--- config.mk ---
export PLATFORM = sky130hd
export DESIGN_NAME = prog_load_ctrl
export DESIGN_NICKNAME = d
export VERILOG_FILES = /design/src/rtl/cpu_pkg.sv /design/src/rtl/word_packer.sv /design/src/rtl/prog_load_ctrl.sv
export SDC_FILE = /design/constraint.sdc
export NUM_CORES = 1
export LEC_CHECK = 0
export CAP_MARGIN = 0
export CORE_ASPECT_RATIO = 0.6
export CORE_MARGIN = 2
export CORE_UTILIZATION = 35
export CTS_CLUSTER_DIAMETER = 40
export DETAILED_ROUTE_END_ITERATION = 12
export SYNTH_ARGS = -nofsm -noshare
export SYNTH_HDL_FRONTEND = slang
export SYNTH_SLANG_ARGS = --single-unit
--- constraint.sdc ---
create_clock -name i_clock -period 4.1 [get_ports i_clock]
set_input_delay 0.82 -clock i_clock [delete_from_list [all_inputs] [get_ports i_clock]]
set_output_delay 0.82 -clock i_clock [all_outputs]
set_load 0.05 [all_outputs]
--- src/rtl/cpu_pkg.sv ---
// -----------------------------------------------------------------------------
// cpu_pkg
// Shared definitions for the program-load sequencer.
//   load_state_t     : sequencer state encoding (RUN / LOAD / RELEASE)
//   TIMEOUT_CYC_DEF  : default idle cycles without a byte that end a load
//   RELEASE_CYC_DEF  : default cycles cpu_hold stays high after the last write
// -----------------------------------------------------------------------------
package cpu_pkg;

   typedef enum logic [1:0] {
      ST_RUN     = 2'd0,
      ST_LOAD    = 2'd1,
      ST_RELEASE = 2'd2
   } load_state_t;

   localparam int TIMEOUT_CYC_DEF = 1_000_000;
   localparam int RELEASE_CYC_DEF = 2;

endpackage

--- src/rtl/word_packer.sv ---
// -----------------------------------------------------------------------------
// word_packer
// Packs UART bytes little-endian into a 32-bit word.
//   i_clock, i_reset : clock, asynchronous active-high reset
//   i_clear          : restart assembly at lane 0
//   i_valid, i_byte  : accepted byte strobe and value
//   o_word           : assembled word including the byte accepted this cycle
//   o_word_ready     : the 4th byte of a word is accepted this cycle
//   o_idx_next       : lane index after this cycle
// -----------------------------------------------------------------------------
module word_packer
   import cpu_pkg::*;
(
   input  logic        i_clock,
   input  logic        i_reset,
   input  logic        i_clear,
   input  logic        i_valid,
   input  logic [7:0]  i_byte,
   output logic [31:0] o_word,
   output logic        o_word_ready,
   output logic [1:0]  o_idx_next
);

   logic [1:0]  r_idx;
   logic [31:0] r_asm;
   logic [3:0]  w_sel;

   // The lane being filled this cycle is taken straight from i_byte so the
   // word is complete in the same cycle its 4th byte arrives.
   genvar gi;
   generate
      for (gi = 0; gi < 4; gi++) begin : g_lane
         assign w_sel[gi]          = i_valid && (r_idx == 2'(gi));
         assign o_word[8*gi +: 8]  = w_sel[gi] ? i_byte : r_asm[8*gi +: 8];
      end
   endgenerate

   assign o_word_ready = i_valid && (r_idx == 2'd3);
   assign o_idx_next   = i_clear ? 2'd0 : (r_idx + {1'b0, i_valid});

   always_ff @(posedge i_clock or posedge i_reset) begin
      if (i_reset) begin
         r_idx <= 2'd0;
         r_asm <= '0;
      end else begin
         r_idx <= o_idx_next;
         for (int k = 0; k < 4; k++) begin
            if (w_sel[k]) r_asm[8*k +: 8] <= i_byte;
         end
      end
   end

endmodule

--- src/rtl/prog_load_ctrl.sv ---
// -----------------------------------------------------------------------------
// prog_load_ctrl
// Shares the instruction ROM port between the fetch unit and the UART loader.
//   i_clock, i_reset     : clock, asynchronous active-high reset
//   i_load_req           : enter load mode / finish a load in progress
//   i_rx_valid, i_rx_byte: received UART byte
//   i_fetch_addr         : fetch-unit word address (passed through in RUN)
//   o_rom_addr/_we/_wdata: ROM port
//   o_cpu_hold           : holds the fetch unit in reset while loading
//   o_load_busy          : high in LOAD and RELEASE
//   o_word_count         : words written by the current or last load
//   o_load_done          : one-cycle pulse on return to RUN
//   o_load_err           : sticky, a partial word was discarded
// -----------------------------------------------------------------------------
module prog_load_ctrl
   import cpu_pkg::*;
#(
   parameter int ADDR_W      = 14,
   parameter int TIMEOUT_CYC = TIMEOUT_CYC_DEF,
   parameter int RELEASE_CYC = RELEASE_CYC_DEF
)(
   input  logic              i_clock,
   input  logic              i_reset,
   input  logic              i_load_req,
   input  logic              i_rx_valid,
   input  logic [7:0]        i_rx_byte,
   input  logic [ADDR_W-1:0] i_fetch_addr,
   output logic [ADDR_W-1:0] o_rom_addr,
   output logic              o_rom_we,
   output logic [31:0]       o_rom_wdata,
   output logic              o_cpu_hold,
   output logic              o_load_busy,
   output logic [ADDR_W:0]   o_word_count,
   output logic              o_load_done,
   output logic              o_load_err
);

   localparam int TO_W  = (TIMEOUT_CYC > 2) ? $clog2(TIMEOUT_CYC) : 1;
   localparam int REL_W = (RELEASE_CYC > 2) ? $clog2(RELEASE_CYC) : 1;
   localparam logic [ADDR_W-1:0] ADDR_MAX = '1;
   localparam logic [TO_W-1:0]   TO_LAST  = TO_W'(TIMEOUT_CYC - 1);
   localparam logic [REL_W-1:0]  REL_LAST = REL_W'(RELEASE_CYC - 1);

   load_state_t       r_state, w_state_next;
   logic [ADDR_W-1:0] r_wptr;
   logic [ADDR_W:0]   r_wc;
   logic [TO_W-1:0]   r_tcnt;
   logic [REL_W-1:0]  r_rel;
   logic              r_pend;
   logic              r_drain;
   logic [31:0]       r_wdata;
   logic              r_err;
   logic              r_done;

   logic              w_in_load, w_enter, w_accept, w_timeout, w_full, w_exit;
   logic [31:0]       w_word;
   logic              w_word_ready;
   logic [1:0]        w_idx_next;

   assign w_in_load = (r_state == ST_LOAD);
   assign w_enter   = (r_state == ST_RUN) && i_load_req;
   // r_drain: exit already decided, only the final pending write remains.
   assign w_accept  = w_in_load && !r_drain && i_rx_valid;
   assign w_timeout = (r_tcnt == TO_LAST) && (r_wc != '0);
   // The word completing now targets r_wptr: the previous write has retired.
   assign w_full    = w_word_ready && (r_wptr == ADDR_MAX);
   assign w_exit    = w_in_load && !r_drain && (i_load_req || w_timeout || w_full);

   word_packer u_packer (
      .i_clock      (i_clock),
      .i_reset      (i_reset),
      .i_clear      (w_enter),
      .i_valid      (w_accept),
      .i_byte       (i_rx_byte),
      .o_word       (w_word),
      .o_word_ready (w_word_ready),
      .o_idx_next   (w_idx_next)
   );

   always_comb begin
      w_state_next = r_state;
      case (r_state)
         ST_RUN:     if (i_load_req) w_state_next = ST_LOAD;
         // A word completing on the exit cycle is written before leaving.
         ST_LOAD:    if (r_drain || (w_exit && !w_word_ready)) w_state_next = ST_RELEASE;
         ST_RELEASE: if (r_rel == REL_LAST) w_state_next = ST_RUN;
         default:    w_state_next = ST_RUN;
      endcase
   end

   always_ff @(posedge i_clock or posedge i_reset) begin
      if (i_reset) begin
         r_state <= ST_RUN;
         r_wptr  <= '0;
         r_wc    <= '0;
         r_tcnt  <= '0;
         r_rel   <= '0;
         r_pend  <= 1'b0;
         r_drain <= 1'b0;
         r_wdata <= '0;
         r_err   <= 1'b0;
         r_done  <= 1'b0;
      end else begin
         r_state <= w_state_next;
         r_pend  <= w_word_ready;
         if (w_word_ready) r_wdata <= w_word;
         r_done  <= (r_state == ST_RELEASE) && (r_rel == REL_LAST);

         if (w_enter) begin
            r_wptr  <= '0;
            r_wc    <= '0;
            r_err   <= 1'b0;
            r_drain <= 1'b0;
         end else if (r_pend) begin
            r_wptr <= r_wptr + ADDR_W'(1);
            r_wc   <= r_wc + (ADDR_W+1)'(1);
         end

         if (w_exit) begin
            r_drain <= w_word_ready;
            if (w_idx_next != 2'd0) r_err <= 1'b1;
         end

         // Saturates so a zero-word load can wait indefinitely.
         if (w_enter || w_accept)                r_tcnt <= '0;
         else if (w_in_load && r_tcnt != TO_LAST) r_tcnt <= r_tcnt + TO_W'(1);

         if (r_state != ST_RELEASE)   r_rel <= '0;
         else if (r_rel != REL_LAST)  r_rel <= r_rel + REL_W'(1);
      end
   end

   assign o_rom_addr   = (r_state == ST_RUN) ? i_fetch_addr : r_wptr;
   assign o_rom_we     = r_pend;
   assign o_rom_wdata  = r_wdata;
   assign o_cpu_hold   = (r_state != ST_RUN);
   assign o_load_busy  = (r_state != ST_RUN);
   assign o_word_count = r_wc;
   assign o_load_done  = r_done;
   assign o_load_err   = r_err;

endmodule
==> out/metrics.yaml <==
ys_seq_elements: 114
die-area_um2: 15600
cts_resized: 0
cp.buffers_inverters: 2
synth.avg_cell_area_um2: 12.0
tightest_slew_ps: 916
cp-startpoint: "r_state[0]"
clkSlewWorstSetupHoldPaths_ps: 50
syn-num-nets: 458
yosys-top-cells-area: "dfrtp_1 (56%), mux2_2 (15%), xor2_1 (4.8%), nor2_1 (3.7%), xnor2_1 (2.2%)"
status: "finished clean"
drt_iter0_drc: 157
cts_tree: "yes"
track_usage_pct: 15.7
layout_common_cells: "dfrtp_1 (114), clkdlybuf4s50_1 (91), mux2_2 (67)"
yosysWarnings: 0
worstSkewPairLatency_ps: 410
h-tree-depth: 4
syn_inst: 427
first_pass_iters: 5
cp.arrival_ps: 2740
die_w_um: 160
drtAntennaViolNets: 0
placed_cell_area_um2: 6260
regToRegStartpoint: "r_state[0]"
maxCapViolCount: 0
period_share_pct: 86.8
grt_max_degree: 73
wl_um: 11300
path_class: "reg2out"
grt-ovfl-total: 0
cts_hold_buf: 0
cts_made_buffers: 17
numPortBuffers: 91
synth_cell_types: 45
rr_endpoint: "r_tcnt[6]"
ir_worst_vdd_uv: 350
endpoint_kind: "output pin"
ys_seq_area_share_pct: 55.8
fin_worst_skew_ps: 9.00
grt_setup_unrepaired: "no"
initial_core_util_pct: 35.6
rows: 34
yosysTopAreaCellShare_pct: 55.8
globalplace.congestion: 0.805
grt_pass1_vias: 3693
cp_max_fo: 17
yosys.area.top_type: "dfrtp_1"
mostFrequentLayoutCell: "dfrtp_1"
antenna_found_initial: 0
fmax_mhz: 281
maxSlewViolCount: 0
drc: 0
avgRoutedWirePerCell_um: 15.3
nets: 559
fp.coreArea_um2: 14400
n_fill_cell: 1313
clockBufferDepth: 2
path_cells: "nor2_2 -> buf_4 -> nand2_1 -> o21ai_0 -> clkdlybuf4s50_1"
cpLargestDelayFamily: "buffers and inverters"
hp-class: "reg2reg"
cellLeakagePower_nw: 3.05
die_y_um: 97.6
cpMaxStageDelayCell: "clkdlybuf4s50_1"
startpoint_type: "flip-flop"
rr_worst_depth: 6
hold_viol_final: 0
setup_viol: 0
vias: 3549
final_area_um2: 6830
worstHoldStart: "o_rom_wdata[31]"
cp.depth: 5
holdWs_ps: 494
postCtsSetupRepairBufs: 0
grt_pass1_wl_um: 19300
reg2reg_slack_ps: 1700
drive_gt1_share_pct: 20.6
syn_to_final_growth_pct: 33.5
setup-tns-final_ps: 0
slowest_delay_ps: 820
routed_via_density: 4.82
required_ps: 3280
cts_sinks: 114
min_period_ps: 3560
ctsRootBufferMaster: "clkbuf_16"
powerDensity_nw_per_um2: 608
slew_headroom_pct: 38.9
place_hpwl_um: 7780
pin_count: 92
synth_area_um2: 5110
cp-endpoint: "o_rom_addr[8]"
diodes: 0
[synth_stat cells, drive strengths merged]
| master | instances |
|---|---|
| and2 | 3 |
| a31o | 1 |
| a211oi | 1 |
| and4b | 1 |
| dfrtp | 114 |
| o21ai | 5 |
| xor2 | 28 |
| nor2 | 51 |
| nor2b | 2 |
| o41ai | 1 |
| or3 | 3 |
| nand4b | 2 |
| inv | 10 |
| a22o | 1 |
| xnor2 | 13 |
| nand2 | 24 |
| nand3 | 17 |
| nor4 | 4 |
| and4 | 4 |
| a41oi | 1 |
| nor4b | 2 |
| ha | 5 |
| nand2b | 2 |
| a21oi | 4 |
| mux2 | 68 |
| or4 | 4 |
| mux2i | 2 |
| o211ai | 3 |
| o21a | 1 |
| o31ai | 1 |
| nand3b | 3 |
| nor3b | 3 |
| and3 | 6 |
| buf | 7 |
| nand4 | 11 |
| nor3 | 10 |
| clkbuf | 7 |
| or2 | 2 |
[how the worst min path moves through the flow]
stage | endpoint | slack, ps | depth (start not counted)
3_5_place_dp | o_rom_wdata[31] | 490 | 1
2_1_floorplan | o_load_done | 450 | 1
5_1_grt | u_packer.r_asm[8] | 510 | 1
4_1_cts | o_rom_wdata[31] | 500 | 1
3_3_place_gp | o_rom_wdata[31] | 480 | 1
6_report | o_rom_wdata[31] | 490 | 1
[state kept, by name, indices dropped and copies added, names as in the netlist]
register,count
u_packer.r_idx,2
r_wptr,14
o_rom_we,1
r_drain,1
o_rom_wdata,32
o_load_done,1
o_word_count,15
r_tcnt,20
r_state,2
o_load_err,1
u_packer.r_asm,24
r_rel,1
[layout make-up]
type | count | area [µm²] | area share, %
multi-input combinational | 289 | 2160 | 31.6
clock inverter | 10 | 111 | 1.63
inverter | 10 | 40.0 | 0.586
tap | 198 | 248 | 3.63
timing repair buffer | 96 | 961 | 14.1
sequential | 114 | 2850 | 41.8
clock buffer | 20 | 457 | 6.69
[power breakdown]
group	switching, mW	leakage [nW]	total [mW]	internal [mW]
sequential	0.125	1.55	1.44	1.32
clock	0.500	0.274	1.41	0.914
combinational	0.799	1.23	1.29	0.495
total	1.42	3.05	4.15	2.73
[per-layer routing]
layer | up-vias | share of wire (%) | wire length (µm) | global-route usage (%)
li1 | 1691 | - | - | -
met1 | 1765 | 50 | 5690 | 23.2
met2 | 79 | 43 | 4850 | 21.7
met3 | 14 | 5.4 | 613 | 4.99
met4 | 0 | 1.1 | 127 | 4.85
met5 | - | 0 | 0 | 0
[through the flow]
stage,power [mW],worst slack (ps),instances,utilization (%)
global placement,2.74,989,707,43.6
detailed placement,2.77,927,707,43.6
floorplan,2.35,264,427,-
finish,4.15,542,737,47.5
global route,4.35,341,737,47.5
CTS,4.20,476,737,47.5
[logic make-up after synthesis]
logic type	share of synthesized area (%)
mux	15.4
fa+ha+maj	1.22
xor+xnor	7.02
buf+inv	1.98
flops	55.8
compound gates	2.59
simple gates	16.0
(Power assumes the default switching activity.)
